## src/rtl/fp8_pkg.sv

```systemverilog
// Shared constants and types for the FP16 -> FP8 E4M3 converter stage.
package fp8_pkg;

    localparam int FP16_W     = 16;
    localparam int FP16_EXP_W = 5;
    localparam int FP16_MAN_W = 10;
    localparam int FP8_W      = 8;
    localparam int FP8_EXP_W  = 4;
    localparam int FP8_MAN_W  = 3;

    localparam int FP16_BIAS = 15;
    localparam int FP8_BIAS  = 7;

    // Magnitude encodings (sign excluded): largest finite value and NaN
    localparam logic [6:0] FP8_MAXMAG = 7'h7E;
    localparam logic [6:0] FP8_NAN    = 7'h7F;

    typedef enum logic {
        PH_LOW,
        PH_HIGH
    } phase_e;

endpackage

```

## src/rtl/fp8_sync_fifo.sv

```systemverilog
// Synchronous FIFO with registered head outputs (out_valid/out_data) and occupancy level.
module fp8_sync_fifo #(
    parameter int WIDTH = 8,
    parameter int DEPTH = 4,
    localparam int AW = $clog2(DEPTH),
    localparam int LW = AW + 1
) (
    input  logic             clk,
    input  logic             rst_n,
    input  logic             wr_en,
    input  logic [WIDTH-1:0] wr_data,
    input  logic             rd_en,
    output logic             full,
    output logic             out_valid,
    output logic [WIDTH-1:0] out_data,
    output logic [LW-1:0]    level
);

    logic [WIDTH-1:0] mem [DEPTH];
    logic [AW-1:0]    wr_ptr_q, wr_ptr_d;
    logic [AW-1:0]    rd_ptr_q, rd_ptr_d;
    logic [LW-1:0]    level_q, level_d;
    logic             valid_q, valid_d;
    logic [WIDTH-1:0] head_q, head_d;
    logic             rd_fire;

    assign rd_fire   = rd_en && valid_q;
    assign full      = (level_q == LW'(DEPTH));
    assign out_valid = valid_q;
    assign out_data  = head_q;
    assign level     = level_q;

    always_comb begin
        wr_ptr_d = wr_ptr_q;
        rd_ptr_d = rd_ptr_q;
        level_d  = level_q;
        if (wr_en) begin
            wr_ptr_d = wr_ptr_q + AW'(1);
        end
        if (rd_fire) begin
            rd_ptr_d = rd_ptr_q + AW'(1);
        end
        if (wr_en && !rd_fire) begin
            level_d = level_q + LW'(1);
        end else if (!wr_en && rd_fire) begin
            level_d = level_q - LW'(1);
        end
        valid_d = (level_d != '0);
        // Next head sees this cycle's write when it lands exactly at the new read pointer
        if (level_d == '0) begin
            head_d = '0;
        end else if (wr_en && (wr_ptr_q == rd_ptr_d)) begin
            head_d = wr_data;
        end else begin
            head_d = mem[rd_ptr_d];
        end
    end

    always_ff @(posedge clk) begin
        if (wr_en) begin
            mem[wr_ptr_q] <= wr_data;
        end
    end

    always_ff @(posedge clk or negedge rst_n) begin
        if (!rst_n) begin
            wr_ptr_q <= '0;
            rd_ptr_q <= '0;
            level_q  <= '0;
            valid_q  <= 1'b0;
            head_q   <= '0;
        end else begin
            wr_ptr_q <= wr_ptr_d;
            rd_ptr_q <= rd_ptr_d;
            level_q  <= level_d;
            valid_q  <= valid_d;
            head_q   <= head_d;
        end
    end

endmodule

```

## src/rtl/fp16_to_fp8_converter.sv

```systemverilog
// Reassembles byte-serial FP16 words, converts to FP8 E4M3 (RNE, saturating) and buffers them.
// Optional saturation/NaN counters are built when FP8CONV_STATS_EN is defined.
module fp16_to_fp8_converter
    import fp8_pkg::*;
#(
    parameter int FIFO_DEPTH = 4
) (
    input  logic                          clk,
    input  logic                          rst_n,
    input  logic                          in_valid,
    input  logic                          in_sof,
    input  logic [7:0]                    in_byte,
    output logic                          in_ready,
    output logic                          out_valid,
    input  logic                          out_ready,
    output logic [7:0]                    out_data,
    output logic [$clog2(FIFO_DEPTH):0]   fifo_level
`ifdef FP8CONV_STATS_EN
    ,
    input  logic                          stats_clr,
    output logic [7:0]                    sat_cnt,
    output logic [7:0]                    nan_cnt
`endif
);

    function automatic logic [FP8_W-1:0] fp16_to_fp8(input logic [FP16_W-1:0] w);
        logic                  s;
        logic [FP16_EXP_W-1:0] e16;
        logic [FP16_MAN_W-1:0] m;
        logic signed [5:0]     exp_u;
        logic signed [5:0]     e8;
        logic [2:0]            sa;
        logic [14:0]           sh;
        logic [2:0]            m3;
        logic                  g;
        logic                  st;
        logic                  rup;
        logic [3:0]            sum;
        logic [FP8_W-1:0]      res;
        s     = w[15];
        e16   = w[14:10];
        m     = w[9:0];
        exp_u = $signed({1'b0, e16}) - 6'sd15;
        e8    = exp_u + 6'sd7;
        sa    = '0;
        sh    = '0;
        m3    = '0;
        g     = 1'b0;
        st    = 1'b0;
        rup   = 1'b0;
        sum   = '0;
        res   = {s, 7'h00};
        if (e16 == 5'h1F) begin
            res = (m != '0) ? {s, FP8_NAN} : {s, FP8_MAXMAG};
        end else if (e16 == '0) begin
            res = {s, 7'h00};
        end else if (exp_u >= -6'sd6) begin
            m3  = m[9:7];
            g   = m[6];
            st  = |m[5:0];
            rup = g && (st || m3[0]);
            sum = {1'b0, m3} + {3'b000, rup};
            if (sum[3]) begin
                e8 = e8 + 6'sd1;
                m3 = 3'd0;
            end else begin
                m3 = sum[2:0];
            end
            if ((e8 > 6'sd15) || ((e8 == 6'sd15) && (m3 == 3'd7))) begin
                res = {s, FP8_MAXMAG};
            end else begin
                res = {s, e8[3:0], m3};
            end
        end else if (exp_u >= -6'sd10) begin
            // Subnormal: align {1,m} to the 2^-6 scale; 4 spare LSBs keep every shifted-out bit for sticky
            sa  = 3'(-6'sd6 - exp_u);
            sh  = {1'b1, m, 4'b0000} >> sa;
            g   = sh[10];
            st  = |sh[9:0];
            rup = g && (st || sh[11]);
            sum = sh[14:11] + {3'b000, rup};
            // A carry into sum[3] lands exactly on the min-normal encoding (e8=1, m8=0)
            res = {s, 3'b000, sum};
        end
        return res;
    endfunction

    phase_e      phase_q, phase_d;
    logic [7:0]  low_q, low_d;
    logic        conv_full_q, conv_full_d;
    logic [7:0]  conv_data_q, conv_data_d;
    logic        fifo_full;
    logic        fifo_wr;
    logic        accept;
    logic        load;

    assign in_ready = !(conv_full_q && fifo_full);
    assign accept   = in_valid && in_ready;
    // A same-cycle read frees a slot in a full FIFO, so the write can proceed
    assign fifo_wr  = conv_full_q && (!fifo_full || (out_valid && out_ready));

    always_comb begin
        phase_d     = phase_q;
        low_d       = low_q;
        load        = 1'b0;
        conv_full_d = conv_full_q;
        conv_data_d = conv_data_q;
        case (phase_q)
            PH_LOW: begin
                if (accept) begin
                    low_d   = in_byte;
                    phase_d = PH_HIGH;
                end
            end
            PH_HIGH: begin
                if (accept) begin
                    if (in_sof) begin
                        low_d = in_byte;
                    end else begin
                        load    = 1'b1;
                        phase_d = PH_LOW;
                    end
                end
            end
            default: phase_d = PH_LOW;
        endcase
        if (fifo_wr) begin
            conv_full_d = 1'b0;
        end
        if (load) begin
            conv_full_d = 1'b1;
            conv_data_d = fp16_to_fp8({in_byte, low_q});
        end
    end

    always_ff @(posedge clk or negedge rst_n) begin
        if (!rst_n) begin
            phase_q     <= PH_LOW;
            low_q       <= '0;
            conv_full_q <= 1'b0;
            conv_data_q <= '0;
        end else begin
            phase_q     <= phase_d;
            low_q       <= low_d;
            conv_full_q <= conv_full_d;
            conv_data_q <= conv_data_d;
        end
    end

    fp8_sync_fifo #(
        .WIDTH (FP8_W),
        .DEPTH (FIFO_DEPTH)
    ) u_fifo (
        .clk       (clk),
        .rst_n     (rst_n),
        .wr_en     (fifo_wr),
        .wr_data   (conv_data_q),
        .rd_en     (out_ready),
        .full      (fifo_full),
        .out_valid (out_valid),
        .out_data  (out_data),
        .level     (fifo_level)
    );

`ifdef FP8CONV_STATS_EN
    logic [7:0] sat_cnt_q, sat_cnt_d;
    logic [7:0] nan_cnt_q, nan_cnt_d;
    logic       sat_hit;
    logic       nan_hit;

    assign sat_hit = fifo_wr && (conv_data_q[6:0] == FP8_MAXMAG);
    assign nan_hit = fifo_wr && (conv_data_q[6:0] == FP8_NAN);

    always_comb begin
        sat_cnt_d = sat_cnt_q;
        nan_cnt_d = nan_cnt_q;
        if (stats_clr) begin
            sat_cnt_d = '0;
            nan_cnt_d = '0;
        end else begin
            if (sat_hit && (sat_cnt_q != 8'hFF)) begin
                sat_cnt_d = sat_cnt_q + 8'd1;
            end
            if (nan_hit && (nan_cnt_q != 8'hFF)) begin
                nan_cnt_d = nan_cnt_q + 8'd1;
            end
        end
    end

    always_ff @(posedge clk or negedge rst_n) begin
        if (!rst_n) begin
            sat_cnt_q <= '0;
            nan_cnt_q <= '0;
        end else begin
            sat_cnt_q <= sat_cnt_d;
            nan_cnt_q <= nan_cnt_d;
        end
    end

    assign sat_cnt = sat_cnt_q;
    assign nan_cnt = nan_cnt_q;
`endif

endmodule

```

## config.mk

```make
export PLATFORM = sky130hd
export DESIGN_NAME = fp16_to_fp8_converter
export DESIGN_NICKNAME = d
export VERILOG_FILES = /design/src/rtl/fp8_pkg.sv /design/src/rtl/fp8_sync_fifo.sv /design/src/rtl/fp16_to_fp8_converter.sv
export SDC_FILE = /design/constraint.sdc
export NUM_CORES = 1
export LEC_CHECK = 0
export BUFFER_PORTS_ARGS = -buffer_cell sky130_fd_sc_hd__buf_4
export CORE_AREA = 2 2 108 110
export CTS_CLUSTER_DIAMETER = 80
export CTS_CLUSTER_SIZE = 14
export DETAILED_ROUTE_END_ITERATION = 8
export DIE_AREA = 0 0 110 112
export GPL_ROUTABILITY_DRIVEN = 0
export GPL_TIMING_DRIVEN = 0
export SYNTH_ARGS = -nofsm -noshare
export SYNTH_HDL_FRONTEND = slang
export SYNTH_SLANG_ARGS = --single-unit
```

## constraint.sdc

```tcl
create_clock -name clk -period 2.5 [get_ports clk]
set_input_delay 0.125 -clock clk [delete_from_list [all_inputs] [get_ports clk]]
set_output_delay 0.125 -clock clk [all_outputs]
set_load 0.03 [all_outputs]
```

**Yosys cells after proc, flatten, opt, wreduce, memory -nomap -nowiden**

Memory sizes are Yosys's and may differ from the RTL's.
Index checks and enable logic that the tools add are counted.

- Register bits: 34
- Bits in latches: 0
- RAM bits: 32
- Memory bits (read-only): 0
- Logic and storage cells: 95
- Memories: 1

- Add/sub/neg operators: 10
- Multiply operators: 0
- Div/mod/pow operators: 0
- $lt $le $gt $ge: 3
- Eq/ne operators: 8
- Shift-type cells: 1
- Multiplexer cells: 36
- Bitwise operators: 1
- Reductions and logical operators: 26

Memories:

| name | words | bits a word | rd ports | clocked after Yosys merged registers in | write ports | line | RTL |
|---|---|---|---|---|---|---|---|
| u_fifo.mem | 4 | 8 | 1 | 0 | 1 | fp8_sync_fifo.sv:19 | `logic [WIDTH-1:0] mem [DEPTH];` |

Operator list:

| kind | count |
|---|---|
| $mux 8 | 5 |
| $mux 6 | 5 |
| $mux 7 | 4 |
| $mux 3 | 7 |
| $pmux 8 s2 | 1 |
| $shr 15x3->15 | 1 |
| $mux 1 | 11 |
| $logic_and 1x1->1 | 10 |
| $reduce_bool 10->1 | 1 |
| $reduce_or 10->1 | 1 |
| $add 6x2->6 const B | 1 |
| $add 6x4->6 const B | 1 |
| $eq 3x3->1 const B | 2 |
| $eq 6x5->1 const B | 1 |
| $ge 6x4->1 const B | 1 |
| $ge 6x5->1 const B | 1 |
| $gt 6x5->1 const B | 1 |
| $reduce_or 6->1 | 1 |
| $sub 5x4->6 const B | 1 |
| $eq 5x5->1 const B | 1 |
| $logic_not 5->1 | 1 |
| $add 2x1->2 const B | 2 |
| $add 3x1->4 | 1 |
| $add 4x1->4 | 1 |
| other kinds (16) | 23 |

**Depth between registers and ports, before layout**

- Depth in word-level cells: 16
- Gate-level depth with buffers: 13
- Gate-level depth less buffers: 10

**Cells and area by module**

A second synthesis with hierarchy kept.

- Cell total of the unflattened synthesis: 395
- Area total of the unflattened synthesis: 4095.2 um2

By module, submodules not included:

| module | instances | cells an instance | area an instance (um2) | sequential area each (um2) |
|---|---|---|---|---|
| fp8_sync_fifo | 1 | 189 | 2328.5 | 1361.3 |
| fp16_to_fp8_converter | 1 | 206 | 1766.7 | 450.4 |

**Worst setup path after synthesis**

OpenSTA, ideal clock, no wires.

- Path type: register to register
- From: reg u_fifo.level_q[0], in the netlist u_fifo.level[0]
- To: reg conv_data_q[3]
- Library setup time: 0.146 ns
- Arrival: 2.307 ns
- Required time: 2.354 ns
- Slack: 0.047 ns
- Stages on the path, launching flop included: 9
- Period minus slack after synthesis: 2.453 ns
- Cell sequence: dfrtp_1 > inv_1 > ha_1 > ha_1 > nand2_1 > nand3_1 > or4_1 > o22ai_1 > a41oi_2

- Longest elaborated chain between the ends: 6

RTL lines:

| what | line | RTL |
|---|---|---|
| start, declared | fp8_sync_fifo.sv:22 | `logic [LW-1:0] level_q, level_d;` |
| start signal, assigned | fp8_sync_fifo.sv:75 | `level_q <= level_d;` |
| $eq 3x3->1 | fp8_sync_fifo.sv:28 | `assign full = (level_q == LW'(DEPTH));` |
| $logic_and 1x1->1 | fp16_to_fp8_converter.sv:97 | `assign in_ready = !(conv_full_q && fifo_full);` |
| $logic_not 1->1 | fp16_to_fp8_converter.sv:97 |  |
| named net in_ready | fp16_to_fp8_converter.sv:13 | `output logic in_ready,` |
| $logic_and 1x1->1 | fp16_to_fp8_converter.sv:98 | `assign accept = in_valid && in_ready;` |
| $mux 1 | fp16_to_fp8_converter.sv:116 | `if (accept) begin` |
| $mux 1 | fp16_to_fp8_converter.sv:108 | `case (phase_q)` |
| end signal, assigned | fp16_to_fp8_converter.sv:146 | `conv_data_q <= conv_data_d;` |
| end, declared | fp16_to_fp8_converter.sv:91 | `logic [7:0] conv_data_q, conv_data_d;` |

The timed path passes the listed nets, and every way through them passes these cells.
A chain may end at the register's enable or synchronous reset.

**Worst setup path in the final report**

- From: in in_byte[3]
- To: reg conv_data_q[2]

- Longest elaborated chain between the ends: 15
- Elaborated cells between the ends (all ways): 27
- Those cells by class: add/sub (5); order compare (3); eq/ne (2); shift (1); mux (10); reduce/logical (6)

RTL lines:

| what | line | RTL |
|---|---|---|
| start, declared | fp16_to_fp8_converter.sv:12 | `input logic [7:0] in_byte,` |
| branches (longest 14 deep; another with $sub 5x4->6) | -- |  |
| $mux 7 * | fp16_to_fp8_converter.sv:53 | `if (e16 == 5'h1F) begin` |

Every way passes the cells marked *. The select of a mux whose other input is x is not followed.

==> key figures <==
Floorplanning
  • Cell Rows: 39
  • Die ar.: approximately 12000 um^2
  • Initial Util: 34.04%
  • Die X-Extent: between 100 and 150 um
  • Die height: approximately 110 um
  • Core ar.: 11170 um^2
  • Ports: 26

Synth
  • Post-synthesis area per instance: 11.39 um^2
  • Count leader, synth: dfrtp_1
  • Top post-synthesis cells by count: dfrtp_1 (34), edfxtp_1 (32), nor2_1 (20), nand2_1 (17), ha_1 (15)
  • Prevailing post-synth register cell: dfrtp_1
  • Synth top area share: about 25%
  • Post-synthesis sequential area ratio: a little under half
  • Post-synth top area cell: edfxtp_1
  • FF+latch count, synth: 66
  • Mapped Area: 3804 um^2
  • Syn Inst Count: 334
  • Yosys cell types: 65
  • Synth top area cells: edfxtp_1 (25%), dfrtp_1 (22%), mux4_2 (5.3%), ha_1 (4.9%), mux2i_1 (3.4%)
  • EDFF count, synth: 32
  • Syn_nets: about 360
  • Synth Warn #: 0
  • Ys async rst share: 51.52%

Status
  • Status: finished, final reports clean

Worst setup path
  • Worst r2r src: u_fifo.level[0]
  • Worst R2R Setup Slack: about 0.22 ns
  • Path type of the worst setup path: input port to register
  • Worst-path cell chain: buf_4 > clkbuf_4 > inv_1 > ha_1 > clkbuf_4 > mux4_2 > and3_1 > ha_1 > xor2_1 > o311a_1 > o22ai_1 > a31oi_1
  • Worst path top cell family by delay: buffers and inverters
  • CP Launch Type: input port
  • Critical Path AT: around 2.6 ns
  • CP Data Required Time: between 2 and 3 ns
  • Critical path's largest stage delay: ~0.56 ns
  • Worst r2r path cells: 8
  • Reg2reg end: conv_data_q[3]
  • WP buf/inv: 4
  • Slowest cell on crit path: mux4_2
  • Crit end category: register
  • Crit path max fanout: 10

Routing
  • Total routed wirelength: 8.300 mm
  • Iter 0 DRT Violations: 150
  • Drc violations: 0
  • Via count: approximately 2800
  • Detail Route Antenna Nets: 0
  • WL per Instance: around 16 um
  • DRT Pass-1 Iters: 4
  • Vias/cell: ~5.4

Timing
  • Final period util: 94.36%
  • RSZ-0062 raised after global routing: false
  • Setup Skew: around 0.0049 ns
  • Worst slew margin: a little under 60%
  • Slew Limit Fails: 0
  • Min Hold Slack: 0.01015 ns
  • Fmax: roughly 0.42 GHz
  • Clock period minus worst slack: ~2.4 ns
  • Worst-Margin Slew: between 0.6 and 0.7 ns
  • Final setup violation count: 0
  • Hold violation count in the final report: 0

Worst hold path
  • Hold depth: 3
  • Hold Crit Start: in_byte[7]
  • Hold Path Class: input port to register
  • Hold EP: conv_data_q[7]

Pwr
  • VDD IR max: 0.0007183 V
  • Pwr dens: slightly above 1000 nW/um^2
  • Leak: roughly 0.0018 uW

Layout
  • Layout Nets: 402
  • Fillers: about 1100
  • Register Area: between 1500 and 2000 um^2
  • Layout overhead on the synthesized area: 19.44%
  • Cell area after layout: approximately 4500 um^2
  • ANT cells: 0
  • Multi-input gate area: between 1500 and 2000 um^2
  • Share of layout cells above drive strength 1: between 20% and 30%

Clock network
  • H-tree depth: 3
  • Clk slew on worst S/H paths: around 0.050 ns
  • Sink Count: 66
  • Cts bufs inserted: 9
  • Clk root buf: clkbuf_16
  • Clock buffer depth: 2
  • CTS tree: built
  • Clk Latency, worst-skew pair: ~0.32 ns

Place
  • HPWL Detailed: roughly 6.0 mm
  • Dpl cell area: between 4000 and 5000 um^2
  • I/O Buffers: 24

Global routing
  • GR Util All Layers: between 10% and 20%
  • GR Overflow Total: 0
  • Initial antenna violation count: 0
  • First-pass GRT wire length: roughly 14 mm
  • Vias in the first global route: around 2800
  • Largest net degree at the start of global routing: 35

Run
  • Max cap viols: 0
-- metal layers --
| layer | GRT usage, % | up-vias | wire length (um) |
|---|---|---|---|
| met1 | 18.91 | 1374 | 3800 |
| met4 | 5.992 | 0 | 114 |
| met2 | 23.48 | 75 | 4029 |
| li1 | - | 1350 | - |
| met5 | 0 | - | 0 |
| met3 | 2.986 | 8 | 356 |
-- worst register-to-register path, delay by kind of cell, from the launching register on --
| family | cells | cell delay, ns |
|---|---|---|
| AOI/OAI and AO/OA | 2 | 0.25 |
| and+or+nand+nor | 3 | 0.98 |
| buffers and inverters | 1 | 0.06 |
| DFF | 1 | 0.41 |
| adders and majority gates | 2 | 0.43 |
-- state kept, by name, indices dropped and copies added (netlist names) --
| signal | flops |
|---|---|
| phase_q | 1 |
| conv_data_q | 8 |
| u_fifo.rd_ptr_q | 2 |
| low_q | 8 |
| u_fifo.out_valid | 1 |
| u_fifo.out_data | 8 |
| u_fifo.mem | 32 |
| conv_full_q | 1 |
| u_fifo.level | 3 |
| u_fifo.wr_ptr_q | 2 |
-- repair_timing --
item                       CTS  global route
gates resized for setup      4             8
setup buffers                0             4
hold endpoints to repair    34             0
pin swaps                    0             1
hold buffers                 1             0
setup endpoints to repair   10            11
-- kinds of logic (layout without fill, tap and decap cells) --
| family | Yosys count | count (layout) | synth area share [%] |
|---|---|---|---|
| adders and majority gates | 16 | 16 | 5.197 |
| xor gates and xnor gates | 18 | 18 | 4.704 |
| DFF | 66 | 66 | 47.63 |
| muxes | 27 | 27 | 10.23 |
| buffers and inverters | 32 | 77 | 3.553 |
| AOI/OAI and AO/OA | 74 | 74 | 13.98 |
| and+or+nand+nor | 101 | 101 | 14.70 |
-- report_power, final --
| part | total [uW] | leakage, uW | internal (uW) | switching (uW) |
|---|---|---|---|---|
| clock | 1210 | 0.000141 | 794 | 413 |
| sequential | 1700 | 0.000687 | 1490 | 215 |
| combinational | 1750 | 0.00102 | 768 | 984 |
| total | 4660 | 0.00185 | 3050 | 1610 |
-- cell type report --
type                    instances  share of cell area, %
multi-input cells             236                  41.61
flip-flops and latches         66                  39.88
clock buffers                  13                  5.508
repair buffers                 29                  4.847
well taps                     143                  3.938
plain buffers                  18                  2.121
inverters                      14                  1.239
clock inverters                 3                 0.8538
-- through the flow --
stage | total power, uW | util [%] | cells | worst slack [ns] | setup TNS (ns)
finish | 4662 | 40.66 | 522 | 0.1409 | 0
global route | 5010 | 40.66 | 522 | 0.01035 | 0
CTS | 4679 | 40.07 | 518 | 0.04653 | 0
detailed placement | 3439 | 37.25 | 501 | -0.4866 | -2.011
global placement | 3387 | 37.25 | 501 | -0.4712 | -1.432
floorplan | 2933 | - | 334 | 0.04732 | 0
-- layout by cell type (no fill, tap or decap), drive strengths merged, types with 3 or more instances in the layout --
master | synthesis | final
mux4 | 9 | 9
ha | 15 | 15
and3 | 7 | 7
xor2 | 7 | 7
a21oi | 14 | 14
nand4 | 4 | 4
inv | 14 | 13
clkbuf | 6 | 21
a31o | 3 | 3
nand2 | 18 | 18
nand2b | 7 | 7
mux2 | 5 | 5
o211ai | 3 | 3
xnor2 | 10 | 10
a211oi | 4 | 4
and2 | 6 | 6
o22ai | 5 | 5
mux2i | 13 | 13
nor3 | 5 | 5
a31oi | 6 | 6
nor2b | 4 | 4
or4 | 3 | 3
edfxtp | 32 | 32
o21ai | 10 | 10
or2 | 3 | 3
nand3 | 10 | 10
a21boi | 4 | 4
nor2 | 20 | 20
nand3b | 4 | 4
dfrtp | 34 | 34
buf | 12 | 38
-- how the worst max path moves through the flow --
stage                         start  slack (ns)        endpoint  cells after the start
finish                   in_byte[3]        0.14  conv_data_q[2]                     12
global placement         in_byte[2]       -0.47  conv_data_q[2]                     14
floorplan           u_fifo.level[0]        0.05  conv_data_q[3]                      8
CTS                      in_byte[2]        0.05  conv_data_q[2]                     12
global route             in_byte[3]        0.01  conv_data_q[2]                     14
detailed placement       in_byte[2]       -0.49  conv_data_q[2]                     14
Note: power is estimated with default switching activity, not from simulation.
